## src/rtl/apb_ram_pkg.sv

```systemverilog
// Shared FSM state type and address-decode helpers for the wide APB RAM.
// Width helpers take the instance parameters so each instance derives its own sizes.
package apb_ram_pkg;

  typedef enum logic [1:0] {
    IDLE   = 2'd0,
    WAIT   = 2'd1,
    ACCESS = 2'd2
  } state_t;

  // Widest paddr the decode helper accepts.
  localparam int ADDR_MAX_W = 64;

  function automatic int strb_w(input int data_w);
    return data_w / 8;
  endfunction

  function automatic int lsb_of(input int data_w);
    return $clog2(data_w / 8);
  endfunction

  function automatic int idx_w(input int depth);
    return (depth > 1) ? $clog2(depth) : 1;
  endfunction

  // High when the byte address is not word aligned or its word lies past the last one.
  function automatic logic addr_err(input logic [ADDR_MAX_W-1:0] paddr,
                                    input int lsb,
                                    input int depth);
    logic [ADDR_MAX_W-1:0] mask;
    logic [ADDR_MAX_W-1:0] index;
    mask  = (64'd1 << lsb) - 64'd1;
    index = paddr >> lsb;
    return ((paddr & mask) != '0) || (index >= ADDR_MAX_W'(unsigned'(depth)));
  endfunction

endpackage

```

## src/rtl/apb_ram_wide_mem.sv

```systemverilog
// DEPTH x DATA_W word store: byte-lane synchronous write, combinational read,
// whole array cleared while presetn is low.
module apb_ram_wide_mem
  import apb_ram_pkg::*;
#(
  parameter int DATA_W = 32,
  parameter int DEPTH  = 32,
  parameter int IDX_W  = 5
) (
  input  logic                pclk,
  input  logic                presetn,
  input  logic                i_we,
  input  logic [IDX_W-1:0]    i_waddr,
  input  logic [DATA_W/8-1:0] i_wstrb,
  input  logic [DATA_W-1:0]   i_wdata,
  input  logic [IDX_W-1:0]    i_raddr,
  output logic [DATA_W-1:0]   o_rdata
);

  localparam int STRB_W = strb_w(DATA_W);

  logic [DATA_W-1:0] r_mem [DEPTH];

  always_ff @(posedge pclk or negedge presetn) begin
    if (!presetn) begin
      for (int w = 0; w < DEPTH; w++) begin
        r_mem[w] <= '0;
      end
    end else if (i_we) begin
      for (int b = 0; b < STRB_W; b++) begin
        if (i_wstrb[b]) begin
          r_mem[i_waddr][b*8 +: 8] <= i_wdata[b*8 +: 8];
        end
      end
    end
  end

  // Indices past DEPTH exist when DEPTH is not a power of two; they read as zero.
  assign o_rdata = (int'(i_raddr) < DEPTH) ? r_mem[i_raddr] : '0;

endmodule

```

## src/rtl/apb_ram_wide.sv

```systemverilog
// APB4 completer RAM with configurable width, depth and wait states.
// Holds the transfer FSM, wait counter, address decode and registered outputs.
module apb_ram_wide
  import apb_ram_pkg::*;
#(
  parameter int DATA_W      = 32,
  parameter int ADDR_W      = 32,
  parameter int DEPTH       = 32,
  parameter int WAIT_STATES = 0
) (
  input  logic                pclk,
  input  logic                presetn,
  input  logic                psel,
  input  logic                penable,
  input  logic                pwrite,
  input  logic [ADDR_W-1:0]   paddr,
  input  logic [DATA_W-1:0]   pwdata,
  input  logic [DATA_W/8-1:0] pstrb,
  output logic [DATA_W-1:0]   prdata,
  output logic                pready,
  output logic                pslverr
);

  localparam int         LSB   = lsb_of(DATA_W);
  localparam int         IDX_W = idx_w(DEPTH);
  localparam logic [3:0] WS    = 4'(WAIT_STATES);

  state_t            r_state;
  logic [3:0]        r_cnt;
  logic              r_err;
  logic [IDX_W-1:0]  r_idx;
  logic [DATA_W-1:0] r_prdata;
  logic              r_pready;
  logic              r_pslverr;

  logic              w_err_live;
  logic [IDX_W-1:0]  w_idx_live;
  logic [IDX_W-1:0]  w_rd_idx;
  logic              w_cur_err;
  logic [DATA_W-1:0] w_rdata;
  logic [DATA_W-1:0] w_rd_next;
  logic              w_we;

  assign w_err_live = addr_err(ADDR_MAX_W'(paddr), LSB, DEPTH);
  assign w_idx_live = IDX_W'(paddr >> LSB);

  // With no wait states pready rises on the setup edge, so decode must use the live address.
  assign w_rd_idx  = (r_state == IDLE) ? w_idx_live : r_idx;
  assign w_cur_err = (r_state == IDLE) ? w_err_live : r_err;
  assign w_rd_next = (!pwrite && !w_cur_err) ? w_rdata : '0;
  assign w_we      = (r_state == ACCESS) && psel && penable && pwrite && !r_err;

  apb_ram_wide_mem #(
    .DATA_W (DATA_W),
    .DEPTH  (DEPTH),
    .IDX_W  (IDX_W)
  ) u_mem (
    .pclk    (pclk),
    .presetn (presetn),
    .i_we    (w_we),
    .i_waddr (r_idx),
    .i_wstrb (pstrb),
    .i_wdata (pwdata),
    .i_raddr (w_rd_idx),
    .o_rdata (w_rdata)
  );

  always_ff @(posedge pclk or negedge presetn) begin
    if (!presetn) begin
      r_state   <= IDLE;
      r_cnt     <= '0;
      r_err     <= 1'b0;
      r_idx     <= '0;
      r_prdata  <= '0;
      r_pready  <= 1'b0;
      r_pslverr <= 1'b0;
    end else begin
      case (r_state)
        IDLE: begin
          if (psel && !penable) begin
            r_err <= w_err_live;
            r_idx <= w_idx_live;
            if (WAIT_STATES == 0) begin
              r_state   <= ACCESS;
              r_pready  <= 1'b1;
              r_pslverr <= w_err_live;
              r_prdata  <= w_rd_next;
            end else begin
              r_state <= WAIT;
              r_cnt   <= WS;
            end
          end
        end
        WAIT: begin
          if (!psel) begin
            r_state   <= IDLE;
            r_cnt     <= '0;
            r_prdata  <= '0;
            r_pready  <= 1'b0;
            r_pslverr <= 1'b0;
          end else if (penable) begin
            r_cnt <= r_cnt - 4'd1;
            if (r_cnt == 4'd1) begin
              r_state   <= ACCESS;
              r_pready  <= 1'b1;
              r_pslverr <= r_err;
              r_prdata  <= w_rd_next;
            end
          end
        end
        ACCESS: begin
          // Completion and abort both end here; only completion enables the write.
          if (!psel || penable) begin
            r_state   <= IDLE;
            r_prdata  <= '0;
            r_pready  <= 1'b0;
            r_pslverr <= 1'b0;
          end
        end
        default: begin
          r_state   <= IDLE;
          r_cnt     <= '0;
          r_prdata  <= '0;
          r_pready  <= 1'b0;
          r_pslverr <= 1'b0;
        end
      endcase
    end
  end

  assign prdata  = r_prdata;
  assign pready  = r_pready;
  assign pslverr = r_pslverr;

endmodule
```

## config.mk

```make
export PLATFORM = sky130hd
export DESIGN_NAME = apb_ram_wide
export DESIGN_NICKNAME = d
export VERILOG_FILES = /design/src/rtl/apb_ram_pkg.sv /design/src/rtl/apb_ram_wide_mem.sv /design/src/rtl/apb_ram_wide.sv
export SDC_FILE = /design/constraint.sdc
export NUM_CORES = 2
export LEC_CHECK = 0
export BUFFER_PORTS_ARGS = -buffer_cell sky130_fd_sc_hd__clkbuf_2
export CAP_MARGIN = 15
export CORE_UTILIZATION = 40
export CTS_BUF_LIST = sky130_fd_sc_hd__clkbuf_8
export DETAILED_ROUTE_END_ITERATION = 6
export HOLD_SLACK_MARGIN = 0.06
export PLACE_DENSITY = 0.6
export SYNTH_ARGS = -nofsm -noshare
export SYNTH_HDL_FRONTEND = slang
export SYNTH_SLANG_ARGS = --single-unit
```

## constraint.sdc

```tcl
create_clock -name pclk -period 2.95 [get_ports pclk]
set_input_delay 0.4425 -clock pclk [delete_from_list [all_inputs] [get_ports pclk]]
set_output_delay 0.4425 -clock pclk [all_outputs]
set_load 0.005 [all_outputs]
```

==> results by group <==
Logic synthesis
  – Synth top area cells: dfrtp_1 (47%), mux2_2 (20%), a21oi_1 (4.2%)
  – Post-synth cell types: 74
  – Synth Area in Adders: 0.0002192
  – Most used DFF post-synth: dfrtp_1
  – Simple-Gate Fraction of Synth Area: 0.1065
  – Top cell type's share of synthesized area: 0.4664
  – Post-Syn Area: approximately 0.057 mm2
  – Synthesis Warnings: 0
  – Synth Area in XOR/XNOR: 0.0001534
  – Synth async-reset ratio: 1.000
  – Seq/Total Area, Yosys: 0.4664
  – Mux share of post-synthesis cell area: 0.2049
  – Synth Register Bits: roughly 1100
  – Cells after Synth: about 5300
  – Largest family of logic cells by synthesized area: multiplexers
  – Syn_nets: 5389
  – Compound-Gate Fraction of Synth Area: 0.1815
  – Avg Cell Area, Syn: 10.74 um2
  – Number of flops mapped to enable cells by yosys: 0
  – Area leader, netlist: dfrtp_1

Drt
  – Antenna-violating nets left: 0
  – DR WL/cell: 29.15 um
  – Total wire length: approximately 220000 um
  – DR vias: 47570
  – Via-to-Cell Ratio: 6.344
  – Pre-Repair DR Iteration Count: 7
  – Initial DRC count: 5405
  – Detailed-route DRC error count: 0

Global route
  – GRT Overall Usage: 0.2960
  – First-pass GRT wire length: 320500 um
  – Vias in the first global route: 46140
  – Overflow after GRT: 0
  – Initial antenna violation count: 8
  – Pin count of the biggest net entering global routing: 101

Flow run
  – Max-cap viol count: 0

Power and ir drop
  – Static leakage: roughly 30 nW
  – Int Pwr: 0.02939 W
  – Pwr/cell area: 796.6 mW/mm2
  – Clock power frac: 0.261
  – Worst-case vdd ir drop: slightly below 0.8 mV
  – Total power: 0.05231 W
  – Logic gate share of total power: 0.446
  – NetSw: 0.02292 W
  – Sequential Power Share: 0.292
  – Switching portion of total power: 0.4381

Final layout
  – Final Core Density: 0.4638
  – Area growth syn-to-layout: 15.04%
  – Final net count: 5543
  – Layout cell share with drive strength beyond 1: 0.3387

Worst setup path
  – Crit Path Category: reg -> reg
  – Reg2reg setup slack: -0.004 ns
  – Worst EP required: 3.84 ns
  – Crit Path Max Fanout: 43
  – Setup crit end kind: flip-flop
  – Worst path arrival time: around 3.9 ns
  – Startpoint types: flip-flop

STA
  – Final setup fails: 1
  – Min Hold Slack: between 0.1 and 0.15 ns
  – Setup TNS: -0.003766 ns
  – Skew final: 0.03302 ns
  – Slew margin rel.: 0.3766
  – Hold Fails Final Rpt: 0
  – Worst-margin pin slew: between 0.9 and 1 ns
  – Slew Viols, Final: 0
  – PnR worst setup slack: -0.003766 ns
  – Fmax: 0.3386 GHz
  – RSZ-0062 raised after global routing: no
  – Fin crit share: 1.001
  – Minimum clock period: 2.954 ns

Clock network
  – CTS root buffer: clkbuf_8
  – CTS Sinks: 1064
  – H-tree levels: 4
  – CTS tree: yes
  – Clk Latency, worst-skew pair: ~0.94 ns
  – CTS Buffer Depth: 3
  – Worst-path clk slew: around 0.070 ns
  – CTS buffer count: 183

Die
  – Io pins: 107
  – Initial Util: 0.4032
  – Die height: around 380 um
  – Die Area: between 0.1 and 0.15 mm2
  – Die width: 379.8 um
  – Rows: 138
  – Core box area: ~0.14 mm2

Placed design
  – Routability cong.: between 0.9 and 1
  – DPL Wire Length: ~140000 um
  – Port bufs: 106

Worst hold path
  – Worst min-delay path class: in -> async

Run status
  – Failing checks: setup timing
  – Status: complete, but fails checks
state kept, by name (all words and copies together), names as in the netlist:
signal       cells
pready           1
prdata          32
r_idx            5
r_err            1
pslverr          1
u_mem.r_mem   1024
synthesized netlist by cell type, types with 34 or more instances:
library cell  instances
buf_2               168
o22ai_1              55
nand2b_1             88
a22oi_1             104
buf_4                34
o21ai_0             186
clkbuf_1            258
a31oi_1              64
nand2_1             556
mux2_2             1002
a21oi_1             480
nand3_1             159
a21boi_0             54
nor2_4              121
nor2b_1              92
a211oi_1            245
dfrtp_1            1064
layout by cell type (no fill, tap or decap), types with 26 or more instances in the layout:
master / synthesis / layout
o311ai_0: 29 / 27
nor3_1: 33 / 33
a21o_1: 33 / 33
a211o_1: 26 / 26
buf_4: 34 / 226
nand3_1: 159 / 159
o22ai_1: 55 / 55
a31oi_1: 64 / 64
a21oi_1: 480 / 479
a211oi_1: 245 / 244
dfrtp_1: 1064 / 1061
a21boi_0: 54 / 54
buf_12: 0 / 105
nor2_1: 32 / 30
nand2_1: 556 / 554
mux2_2: 1002 / 1001
nor2_4: 121 / 122
inv_1: 22 / 74
clkbuf_8: 0 / 237
clkbuf_2: 0 / 103
a22oi_1: 104 / 104
nand2b_1: 88 / 86
o21ai_0: 186 / 183
nor2b_1: 92 / 89
power by group through the flow:
| stage | Combinational (W) | Clock [W] | Sequential, W |
|---|---|---|---|
| 4_1_cts | 0.0224 | 0.0138 | 0.0153 |
| 2_1_floorplan | 0.0125 | 0 | 0.0153 |
| 5_1_grt | 0.0242 | 0.0145 | 0.0153 |
| 3_3_place_gp | 0.0222 | 0 | 0.0155 |
| 3_5_place_dp | 0.0223 | 0 | 0.0156 |
| 6_report | 0.0233 | 0.0137 | 0.0153 |
worst max-delay path, cell delays in order (launching register included):
cell and delay, ns:
dfrtp_4 0.51, buf_12 0.17, mux2i_4 0.44, buf_12 0.33
a21oi_1 0.11, o311ai_0 0.78, o2111a_1 0.40, a221o_1 0.13
through the flow:
step           std cells  setup slack (ns)  instance area, um2
2_1_floorplan       5315           0.01567               57080
3_3_place_gp        7161           -0.4590               61780
3_5_place_dp        7161           -0.4285               61780
4_1_cts             7488          0.005996               65560
5_1_grt             7493          0.002993               65660
6_report            7498         -0.003766               65670
kinds of logic after synthesis:
family,after synthesis
AOI/OAI and AO/OA,1558
and+or+nand+nor,1145
DFF,1064
muxes,1040
buffers and inverters,506
xor gates and xnor gates,1
adders and majority gates,1
layout make-up:
| class | instances | area [um2] |
|---|---|---|
| inverter | 25 | 112.6 |
| antenna | 7 | 17.52 |
| fill | 13120 | 75920 |
| tap | 1890 | 2365 |
| clock buffer | 237 | 3262 |
| timing repair buffer | 450 | 4503 |
| clock inverter | 80 | 391.6 |
| sequential | 1064 | 26640 |
| multi-input combinational | 3745 | 28380 |
routing by layer:
metal / vias up / wire length, um / global-route usage / share of wire
met4: 10 / 10720 / 0.1396 / 0.049
met1: 24390 / 89990 / 0.4012 / 0.41
li1: 19990 / - / - / -
met2: 2601 / 97480 / 0.4490 / 0.45
met5: - / 226 / 0 / 0.0010
met3: 577 / 20150 / 0.06505 / 0.092
path summary, 6_finish.rpt:
check / depth (start not counted) / to / startpoint
setup / recovery: 7 / prdata[7] / pready
hold / removal: 2 / u_mem.r_mem[685] / presetn
setup reg to reg: 7 / prdata[7] / pready
hold reg to reg: 1 / u_mem.r_mem[662] / u_mem.r_mem[662]
max in group asynchronous: 3 / prdata[3] / presetn
min in group pclk: 4 / r_idx[1] / penable
what timing repair did:
item	CTS	global route
resized for setup	3	17
gates cloned	0	1
pin swaps	1	2
hold buffers	10	0
buffers inserted	0	2
endpoints found under the hold margin	334	0
endpoints found under the setup margin	2	32
(Power assumes the default switching activity.)
